--- src/rtl/logic_op_sequencer.sv ---
// logic_op_sequencer: two-stage pipelined bitwise logic unit with a result
// accumulator and valid/ready handshakes on both sides.
// Stage p0 holds the accepted command; stage p1 is the output register
// holding the result, its flags and the accumulator copy.
module logic_op_sequencer #(
  parameter int WIDTH = 8
) (
  input  logic             Clk,
  input  logic             Reset,
  input  logic             InValid,
  output logic             InReady,
  input  logic [2:0]       Op,
  input  logic             UseAcc,
  input  logic [WIDTH-1:0] In1,
  input  logic [WIDTH-1:0] In2,
  output logic             OutValid,
  input  logic             OutReady,
  output logic [WIDTH-1:0] Out,
  output logic             Zero,
  output logic             Sign,
  output logic             Parity
);

  // Bitwise operation selected by op; all results are pure WIDTH-bit logic.
  function automatic logic [WIDTH-1:0] logic_op(
    input logic [2:0]       op,
    input logic [WIDTH-1:0] a,
    input logic [WIDTH-1:0] b
  );
    logic [WIDTH-1:0] r;
    case (op)
      3'd0:    r = a & b;
      3'd1:    r = a | b;
      3'd2:    r = ~(a | b);
      3'd3:    r = ~(a & b);
      3'd4:    r = a ^ b;
      3'd5:    r = ~(a ^ b);
      3'd6:    r = ~a;
      default: r = b;
    endcase
    return r;
  endfunction

  // Status flags of a result: {zero, sign, parity}.
  function automatic logic [2:0] flags_of(input logic [WIDTH-1:0] r);
    return {(r == '0), r[WIDTH-1], ^r};
  endfunction

  logic             vld_p0;
  logic [2:0]       op_p0;
  logic             use_acc_p0;
  logic [WIDTH-1:0] in1_p0;
  logic [WIDTH-1:0] in2_p0;

  logic             vld_p1;
  logic [WIDTH-1:0] out_p1;
  logic             zero_p1;
  logic             sign_p1;
  logic             parity_p1;
  logic [WIDTH-1:0] acc_p1;

  logic             accept;
  logic             advance;
  logic             consume;
  logic [WIDTH-1:0] opa;
  logic [WIDTH-1:0] result;
  logic [2:0]       flags;

  // Handshake control: S1 can refill on the same edge it drains.
  always_comb begin
    InReady = !vld_p0 || !vld_p1 || OutReady;
    accept  = InValid && InReady;
    advance = vld_p0 && (!vld_p1 || OutReady);
    consume = vld_p1 && OutReady;
    opa     = use_acc_p0 ? acc_p1 : in1_p0;
    result  = logic_op(op_p0, opa, in2_p0);
    flags   = flags_of(result);
  end

  // ---- stage p0: command capture ----
  // Valid bit for S1: set on accept, cleared when its command advances.
  always_ff @(posedge Clk) begin
    if (Reset)        vld_p0 <= 1'b0;
    else if (accept)  vld_p0 <= 1'b1;
    else if (advance) vld_p0 <= 1'b0;
  end

  // S1 command fields, loaded only on accept.
  always_ff @(posedge Clk) begin
    if (accept) begin
      op_p0      <= Op;
      use_acc_p0 <= UseAcc;
      in1_p0     <= In1;
      in2_p0     <= In2;
    end
  end

  // ---- stage p1: result, flags and accumulator ----
  // Output register and accumulator load together on advance; a consume
  // without advance only drops the valid bit.
  always_ff @(posedge Clk) begin
    if (Reset) begin
      vld_p1    <= 1'b0;
      out_p1    <= '0;
      zero_p1   <= 1'b0;
      sign_p1   <= 1'b0;
      parity_p1 <= 1'b0;
      acc_p1    <= '0;
    end else if (advance) begin
      vld_p1    <= 1'b1;
      out_p1    <= result;
      zero_p1   <= flags[2];
      sign_p1   <= flags[1];
      parity_p1 <= flags[0];
      acc_p1    <= result;
    end else if (consume) begin
      vld_p1    <= 1'b0;
    end
  end

  assign OutValid = vld_p1;
  assign Out      = out_p1;
  assign Zero     = zero_p1;
  assign Sign     = sign_p1;
  assign Parity   = parity_p1;

endmodule

--- config.mk ---
export PLATFORM = sky130hd
export DESIGN_NAME = logic_op_sequencer
export DESIGN_NICKNAME = d
export VERILOG_FILES = /design/src/rtl/logic_op_sequencer.sv
export SDC_FILE = /design/constraint.sdc
export NUM_CORES = 1
export LEC_CHECK = 0
export ABC_CLOCK_PERIOD_IN_PS = 7600
export BUFFER_PORTS_ARGS = -buffer_cell sky130_fd_sc_hd__buf_2
export CAP_MARGIN = 20
export CELL_PAD_IN_SITES_DETAIL_PLACEMENT = 0
export CELL_PAD_IN_SITES_GLOBAL_PLACEMENT = 2
export CORE_MARGIN = 2
export CORE_UTILIZATION = 25
export CTS_BUF_LIST = sky130_fd_sc_hd__clkbuf_8
export CTS_CLUSTER_DIAMETER = 120
export DETAILED_ROUTE_END_ITERATION = 6
export GPL_TIMING_DRIVEN = 0
export PLACE_DENSITY = 0.56
export SLEW_MARGIN = 25
export SYNTH_ARGS = -nofsm -noshare
export SYNTH_HDL_FRONTEND = slang
export SYNTH_SLANG_ARGS = --single-unit
--- constraint.sdc ---
create_clock -name Clk -period 7.6 [get_ports Clk]
set_clock_uncertainty 0.05 [all_clocks]
set_input_delay 0.76 -clock Clk [delete_from_list [all_inputs] [get_ports Clk]]
set_output_delay 0.76 -clock Clk [all_outputs]
set_load 0.1 [all_outputs]
==> results of run 1 <==
metrics by stage:
| step | instance area, um2 | hold slack [ns] | setup WS (ns) | power (mW) | util |
|---|---|---|---|---|---|
| CTS | 2670 | 0.429 | 4.51 | 0.504 | 0.304 |
| finish | 2670 | 0.421 | 4.59 | 0.494 | 0.305 |
| global placement | 2580 | 0.406 | 4.51 | 0.367 | 0.295 |
| global route | 2670 | 0.458 | 4.23 | 0.523 | 0.305 |
| detailed placement | 2580 | 0.412 | 4.60 | 0.366 | 0.295 |
| floorplan | 2270 | 0.585 | 4.61 | 0.328 | - |
power by group through the flow:
| stage | Clock [mW] | Combinational (mW) | Sequential [mW] |
|---|---|---|---|
| after floorplan | 0 | 0.0897 | 0.238 |
| after global placement | 0 | 0.158 | 0.209 |
| after detailed placement | 0 | 0.157 | 0.209 |
| after CTS | 0.140 | 0.158 | 0.205 |
| after global routing | 0.145 | 0.172 | 0.206 |
| final | 0.133 | 0.156 | 0.204 |
worst max-delay path, stage by stage (launching register included):
cell and delay (ns):
edfxtp_1 0.35, buf_6 0.17, mux2i_2 0.28, inv_1 0.07
ha_1 0.21, nor3b_1 0.14, a2111oi_0 0.50, o22ai_1 0.16
o21ai_0 0.13, ha_1 0.29, xnor2_1 0.19, xnor2_1 0.13
a211oi_1 0.24
metal layers:
metal / up-vias / share of wire / GRT usage
met1: 856 / 0.51 / 0.181
met3: 7 / 0.026 / 0.0176
met5: - / 0 / 0
li1: 910 / - / -
met2: 38 / 0.45 / 0.210
met4: 0 / 0.014 / 0.0411
flip-flops by register name, summed over array words and instances, names as in the netlist:
signal / count
in1_p0: 8
in2_p0: 8
acc_p1: 7
op_p0: 3
OutValid: 1
Parity: 1
Sign: 1
Zero: 1
use_acc_p0: 1
vld_p0: 1
cell usage after synthesis, drive strengths merged, types with 2 or more instances:
master | number | share of area
a211o | 4 | 0.015
a211oi | 4 | 0.015
a21o | 2 | 0.0066
a21oi | 5 | 0.011
a2bb2oi | 5 | 0.019
a311oi | 2 | 0.0077
a31oi | 3 | 0.0083
a32o | 2 | 0.0088
a32oi | 2 | 0.011
and2 | 4 | 0.011
and2b | 2 | 0.0066
and4bb | 3 | 0.017
buf | 12 | 0.044
clkbuf | 2 | 0.0033
dfxtp | 12 | 0.11
edfxtp | 20 | 0.26
ha | 20 | 0.11
inv | 22 | 0.036
mux2 | 3 | 0.015
mux2i | 13 | 0.059
nand2 | 15 | 0.025
nand2b | 3 | 0.0083
nand3 | 3 | 0.012
nor2 | 11 | 0.018
nor2b | 7 | 0.019
nor3 | 4 | 0.0088
nor4bb | 2 | 0.0088
o2111a | 2 | 0.0099
o211ai | 2 | 0.0066
o21ai | 2 | 0.0044
o22ai | 4 | 0.011
o2bb2ai | 2 | 0.0077
o31ai | 3 | 0.014
or3 | 3 | 0.0083
xnor2 | 3 | 0.012
layout make-up:
cell class | instances | area, um2
buffer | 14 | 106
clock buffer | 5 | 68.8
clock inverter | 3 | 13.8
fill | 929 | 6090
inverter | 22 | 82.6
multi-input combinational | 153 | 1240
sequential | 32 | 841
tap | 108 | 135
timing repair buffer | 36 | 180
worst paths after layout:
| path | startpoint | end | slack (ns) | depth (start not counted) |
|---|---|---|---|---|
| max | use_acc_p0 | Parity | 4.59 | 12 |
| min | Zero | Zero | 0.42 | 2 |
| max reg2reg | use_acc_p0 | Parity | 4.59 | 12 |
| min reg2reg | Zero | Zero | 0.42 | 2 |
cells by family (layout without fill, tap and decap cells):
kind of cell    count (synthesis)  in the layout  share of synthesized area
simple gates                   63             63                      0.165
compound gates                 51             51                      0.186
buf+inv                        36             80                     0.0832
flops                          32             32                      0.370
fa+ha+maj                      20             20                      0.110
mux                            16             16                     0.0739
xor+xnor                        3              3                     0.0116
cell usage in the layout (no fill, tap or decap), types with 3 or more instances in the layout:
cell / Yosys / final
a211o_1: 4 / 4
a211oi_1: 3 / 3
a21oi_1: 5 / 5
a2bb2oi_1: 5 / 5
a31oi_1: 3 / 3
and2_1: 4 / 3
buf_2: 4 / 40
buf_4: 3 / 3
buf_6: 5 / 5
clkbuf_8: 0 / 5
dfxtp_1: 12 / 12
edfxtp_1: 20 / 20
ha_1: 20 / 20
inv_1: 22 / 22
mux2_2: 3 / 3
mux2i_1: 12 / 12
nand2_1: 15 / 15
nand2b_1: 3 / 3
nor2_1: 11 / 11
nor2b_1: 7 / 7
nor3_1: 4 / 4
o22ai_1: 4 / 4
or3_1: 3 / 3
xnor2_1: 3 / 3
==> impl_metrics.env, run 1 <==
export IMPL_crit_path_max_fanout=8
export IMPL_cp_start_kind="flop"
export IMPL_tritoncts="built"
export IMPL_clkTransAtPathRegs_ns=0.09
export IMPL_track_usage=0.130
export IMPL_p_sw_mw=0.178
export IMPL_p_comb_frac=0.317
export IMPL_grt_overflow_total=0
export IMPL_cts_root_buf="clkbuf_8"
export IMPL_cp_required_ns=7.75
export IMPL_gp_congestion=0.791
export IMPL_clkSinkCount=32
export IMPL_hold_viol=0
export IMPL_p_sw_frac=0.361
export IMPL_fin_tns_setup_ns=0
export IMPL_initialDrtViolationCount=60
export IMPL_h_tree_depth=2
export IMPL_dp_hpwl_um=4620
export IMPL_vdd_drop_max_mv=0.0742
export IMPL_die_y_um=99.3
export IMPL_grt_pass1_wl_um=9870
export IMPL_ctsResizeCount=0
export IMPL_synth_avg_cell_area_um2=10.3
export IMPL_vias=1811
export IMPL_synthDistinctLibCells=56
export IMPL_diodes=0
export IMPL_synth_area_um2=2270
export IMPL_min_path_type="flop to flop"
export IMPL_status="finished, final reports clean"
export IMPL_drcViolationCount=0
export IMPL_dp_cells=365
export IMPL_grt_pass1_vias=1869
export IMPL_synth_seq_area_share=0.370
export IMPL_power_density_nw_per_um2=185
export IMPL_floorplan_initialDensity=0.259
export IMPL_cts_buffers=5
export IMPL_seq_power_share=0.414
export IMPL_ioPinCount=37
export IMPL_antenna_found_initial=0
export IMPL_final_cells=373
export IMPL_rows=34
export IMPL_p_leak_nw=1.19
export IMPL_synth_nets=265
export IMPL_layout_drive_gt1_share=0.257
export IMPL_synth_edf_count=20
export IMPL_grt_max_degree=21
export IMPL_fp_dieArea_um2=9860
export IMPL_coreArea_um2=8760
export IMPL_slew_headroom=0.618
export IMPL_tightest_slew_ns=0.573
export IMPL_clk_latency_ns=0.29
export IMPL_wl_per_cell_um=16.4
export IMPL_path_class="flop to flop"
export IMPL_ys_ff_latch=32
export IMPL_fmax_ghz=0.332
export IMPL_power_frac_clock=0.269
export IMPL_drv_cap=0
export IMPL_die_w_um=99.3
export IMPL_post_cts_buffers=0
export IMPL_end_kind="flop"
export IMPL_yosysWarningCount=0
export IMPL_cts_buffer_depth=2
export IMPL_dr_pass1_iters=4
export IMPL_drt_total_wl_um=6130
export IMPL_syn_inst=221
export IMPL_min_period_over_period=0.396
export IMPL_slew_violations=0
export IMPL_nNetsFinal=308
export IMPL_setup_viol=0
export IMPL_internal_power_mw=0.315
export IMPL_critPathArrivalTime_ns=3.16
export IMPL_rsz0062_at_grt="false"
export IMPL_synthFlopType="edfxtp_1"
export IMPL_vias_per_cell=4.86
export IMPL_io_buffers=36
export IMPL_ys_async_sr_fraction=0
export IMPL_ctsHoldBuffers=0
export IMPL_period_needed_ns=3.01
export IMPL_ant_nets=0
export IMPL_syn_to_final_growth_pct=17.6
No activity file was read; power rests on OpenSTA's default activity.
==> run 2, diff against run 1 <==
--- a/config.mk
+++ b/config.mk
@@ -5,7 +5,8 @@
 export SDC_FILE = /design/constraint.sdc
 export NUM_CORES = 1
 export LEC_CHECK = 0
-export ABC_CLOCK_PERIOD_IN_PS = 7600
+export ABC_AREA = 1
+export ABC_CLOCK_PERIOD_IN_PS = 3000
 export BUFFER_PORTS_ARGS = -buffer_cell sky130_fd_sc_hd__buf_2
 export CAP_MARGIN = 20
 export CELL_PAD_IN_SITES_DETAIL_PLACEMENT = 0
@@ -16,7 +17,7 @@
 export CTS_CLUSTER_DIAMETER = 120
 export DETAILED_ROUTE_END_ITERATION = 6
 export GPL_TIMING_DRIVEN = 0
-export PLACE_DENSITY = 0.56
+export PLACE_DENSITY = 0.62
 export SLEW_MARGIN = 25
 export SYNTH_ARGS = -nofsm -noshare
 export SYNTH_HDL_FRONTEND = slang
==> constraint.sdc (replaced) <==
create_clock -name Clk -period 3 [get_ports Clk]
set_clock_uncertainty 0.05 [all_clocks]
set_input_delay 0.3 -clock Clk [delete_from_list [all_inputs] [get_ports Clk]]
set_output_delay 0.3 -clock Clk [all_outputs]
set_load 0.1 [all_outputs]
==> run 2 against run 1 <==
  * Clock-buffer cell count increased by 2
  * Clock power grew to 2.7 times the previous value
  * Non-clock buffer count decreased by 3
  * Worst setup slack got worse by 4.3 ns
  * Area after synthesis down 3.0%
  * First-iteration DRC count rose by 6.7%
  * Critical endpoint unchanged
  * Critical path type unchanged
  * Final cell count rose by 20%
  * Combinational power grew 140%
  * Via count up 5.6%
  * Critical path depth is 4 higher
==> impl_metrics.env, run 2 <==
export IMPL_nNetsFinal=382
export IMPL_place_ws_ns=0.302
export IMPL_yosys_top_cells_area="edfxtp_1 27%, ha_1 11%, nand2_1 11%, dfxtp_1 11%, nor2_1 7.8%"
export IMPL_syn_to_final_growth_pct=19.0
export IMPL_wl_per_cell_um=13.4
export IMPL_grt_pass1_vias=1987
export IMPL_slew_violations=0
export IMPL_power_density_nw_per_um2=479
export IMPL_synth_top_area_share=0.273
export IMPL_vias_per_cell=4.29
export IMPL_final_common_cell="nand2_1"
export IMPL_synthDistinctLibCells=22
export IMPL_synth_edf_count=20
export IMPL_cp_start_kind="flop"
export IMPL_cts_buffers=5
export IMPL_cp_required_ns=3.12
export IMPL_tritoncts="built"
export IMPL_dr_pass1_iters=4
export IMPL_status="finished, final reports clean"
export IMPL_fmax_ghz=0.368
export IMPL_ant_nets=0
export IMPL_drt_total_wl_um=5960
export IMPL_die_w_um=97.9
export IMPL_tightest_slew_ns=0.641
export IMPL_h_tree_depth=2
export IMPL_die_y_um=97.9
export IMPL_yosysMostFrequentCell="nand2_1"
export IMPL_rsz0062_at_grt="false"
export IMPL_vias=1913
export IMPL_ys_ff_latch=32
export IMPL_synth_seq_area_share=0.382
export IMPL_end_kind="flop"
export IMPL_hold_viol=0
export IMPL_synthFlopType="edfxtp_1"
export IMPL_crit_path_max_fanout=9
export IMPL_yosysWarningCount=0
export IMPL_ioPinCount=37
export IMPL_drv_cap=0
export IMPL_post_cts_buffers=0
export IMPL_syn_inst=295
export IMPL_period_needed_ns=2.72
export IMPL_multi_input_area_um2=1110
export IMPL_reg_top3="in1_p0 x8, in2_p0 x8, acc_p1 x7"
export IMPL_ctsHoldBuffers=0
export IMPL_grt_overflow_total=0
export IMPL_min_path_type="primary input to flop"
export IMPL_synth_top_family_by_area="simple AND/OR/NAND/NOR gates"
export IMPL_p_leak_nw=1.32
export IMPL_synth_area_leader_cell="edfxtp_1"
export IMPL_initialDrtViolationCount=64
export IMPL_mostFrequentLayoutCells="66 x nand2_1, 45 x nor2_1, 42 x inv_1, 41 x buf_2, 25 x nand3_1"
export IMPL_antenna_found_initial=0
export IMPL_slew_headroom=0.572
export IMPL_cts_root_buf="clkbuf_8"
export IMPL_cts_buffer_depth=2
export IMPL_final_cells=446
export IMPL_diodes=0
export IMPL_ctsResizeCount=0
export IMPL_io_buffers=36
export IMPL_gp_congestion=0.747
export IMPL_critPathArrivalTime_ns=2.84
export IMPL_worst_slack_ns=0.282
export IMPL_path_class="flop to flop"
export IMPL_drcViolationCount=0
export IMPL_ys_async_sr_fraction=0
export IMPL_min_period_over_period=0.906
export IMPL_synth_compound_area_frac=0.0341
export IMPL_synth_nets=339
export IMPL_dp_cells=439
export IMPL_synth_xor_area_frac=0.0119
export IMPL_synth_adder_area_share=0.114
export IMPL_coreArea_um2=8640
export IMPL_synth_area_um2=2200
export IMPL_synth_commonest_cells="66 x nand2_1, 46 x nor2_1, 42 x inv_1, 25 x nand3_1"
export IMPL_clkSinkCount=32
export IMPL_ff_latch_area_um2=841
export IMPL_fin_tns_setup_ns=0
export IMPL_floorplan_initialDensity=0.255
export IMPL_track_usage=0.130
export IMPL_clk_latency_ns=0.28
export IMPL_grt_pass1_wl_um=9800
export IMPL_muxShareOfSynthArea=0
export IMPL_rows=34
export IMPL_fillers=965
export IMPL_setup_viol=0
export IMPL_yosys_area_share_simple=0.343
export IMPL_dp_hpwl_um=4450
export IMPL_grt_max_degree=21
export IMPL_synth_avg_cell_area_um2=7.46
export IMPL_layout_drive_gt1_share=0.180
export IMPL_fp_dieArea_um2=9580
export IMPL_vdd_drop_max_mv=0.197
export IMPL_clkTransAtPathRegs_ns=0.07
[run 2: changes by cell type after synthesis, moves of 7 or more]
| cell | before | now |
|---|---|---|
| mux2i_1 | 12 | 0 |
| inv_1 | 22 | 42 |
| nor2_1 | 11 | 46 |
| nor2b_1 | 7 | 0 |
| o21ai_0 | 2 | 10 |
| nand3_1 | 2 | 25 |
| nand3b_1 | 0 | 14 |
| nand2_1 | 15 | 66 |
| nand4_1 | 0 | 9 |
[run 2: final cells by class]
| type | count | share of cell area |
|---|---|---|
| Clock buffer | 7 | 0.0368 |
| Multi-Input combinational cell | 203 | 0.425 |
| Inverter | 49 | 0.0702 |
| Timing Repair Buffer | 36 | 0.0687 |
| Tap cell | 108 | 0.0516 |
| Buffer | 11 | 0.0267 |
| Sequential cell | 32 | 0.321 |
[run 2: worst max-delay path, cell delays in order, from the launching register on]
cell and delay, ns:
edfxtp_1 0.35, buf_2 0.20, inv_2 0.17, nand2_1 0.07, nand2_1 0.16, inv_1 0.07
ha_1 0.28, nand3b_1 0.16, nand2_1 0.06, nor2_1 0.04, nand3_1 0.12, inv_1 0.06
ha_1 0.31, xnor2_1 0.20, xnor2_1 0.11, o21ai_0 0.14, inv_1 0.06
[run 2: kinds of logic after synthesis]
family,count (synthesis)
AO/OA/AOI/OAI,15
buffers and inverters,60
flip-flops,32
XOR/XNOR,3
adder cells (fa/ha/maj),20
AND/OR/NAND/NOR,165
[run 2: layer usage]
metal	up-vias	routed length, um	GRT usage
li1	1021	-	-
met1	860	2940	0.168
met2	28	2800	0.227
met3	4	141	0.0193
met4	0	69	0.0374
met5	-	0	0
[run 2: final timing paths]
check / from / endpoint / slack, ns / cells after the start
max: use_acc_p0 / Parity / 0.28 / 16
max reg2reg: use_acc_p0 / Parity / 0.28 / 16
min: In2[1] / in2_p0[1] / 0.14 / 1
min reg2reg: vld_p0 / OutValid / 0.43 / 2
[run 2: where the power goes]
group | switching (mW) | internal (mW) | total, mW
clock network | 0.160 | 0.204 | 0.364
registers | 0.0172 | 0.499 | 0.516
logic | 0.260 | 0.114 | 0.375
total | 0.437 | 0.818 | 1.25
[run 2: stage by stage]
stage | hold slack [ns] | area, um2 | power, mW | utilization
6_report | 0.143 | 2620 | 1.26 | 0.304
5_1_grt | 0.124 | 2620 | 1.35 | 0.304
4_1_cts | 0.132 | 2620 | 1.28 | 0.304
3_5_place_dp | 0.415 | 2520 | 0.905 | 0.292
3_3_place_gp | 0.424 | 2520 | 0.905 | 0.292
2_1_floorplan | 0.319 | 2200 | 0.809 | -
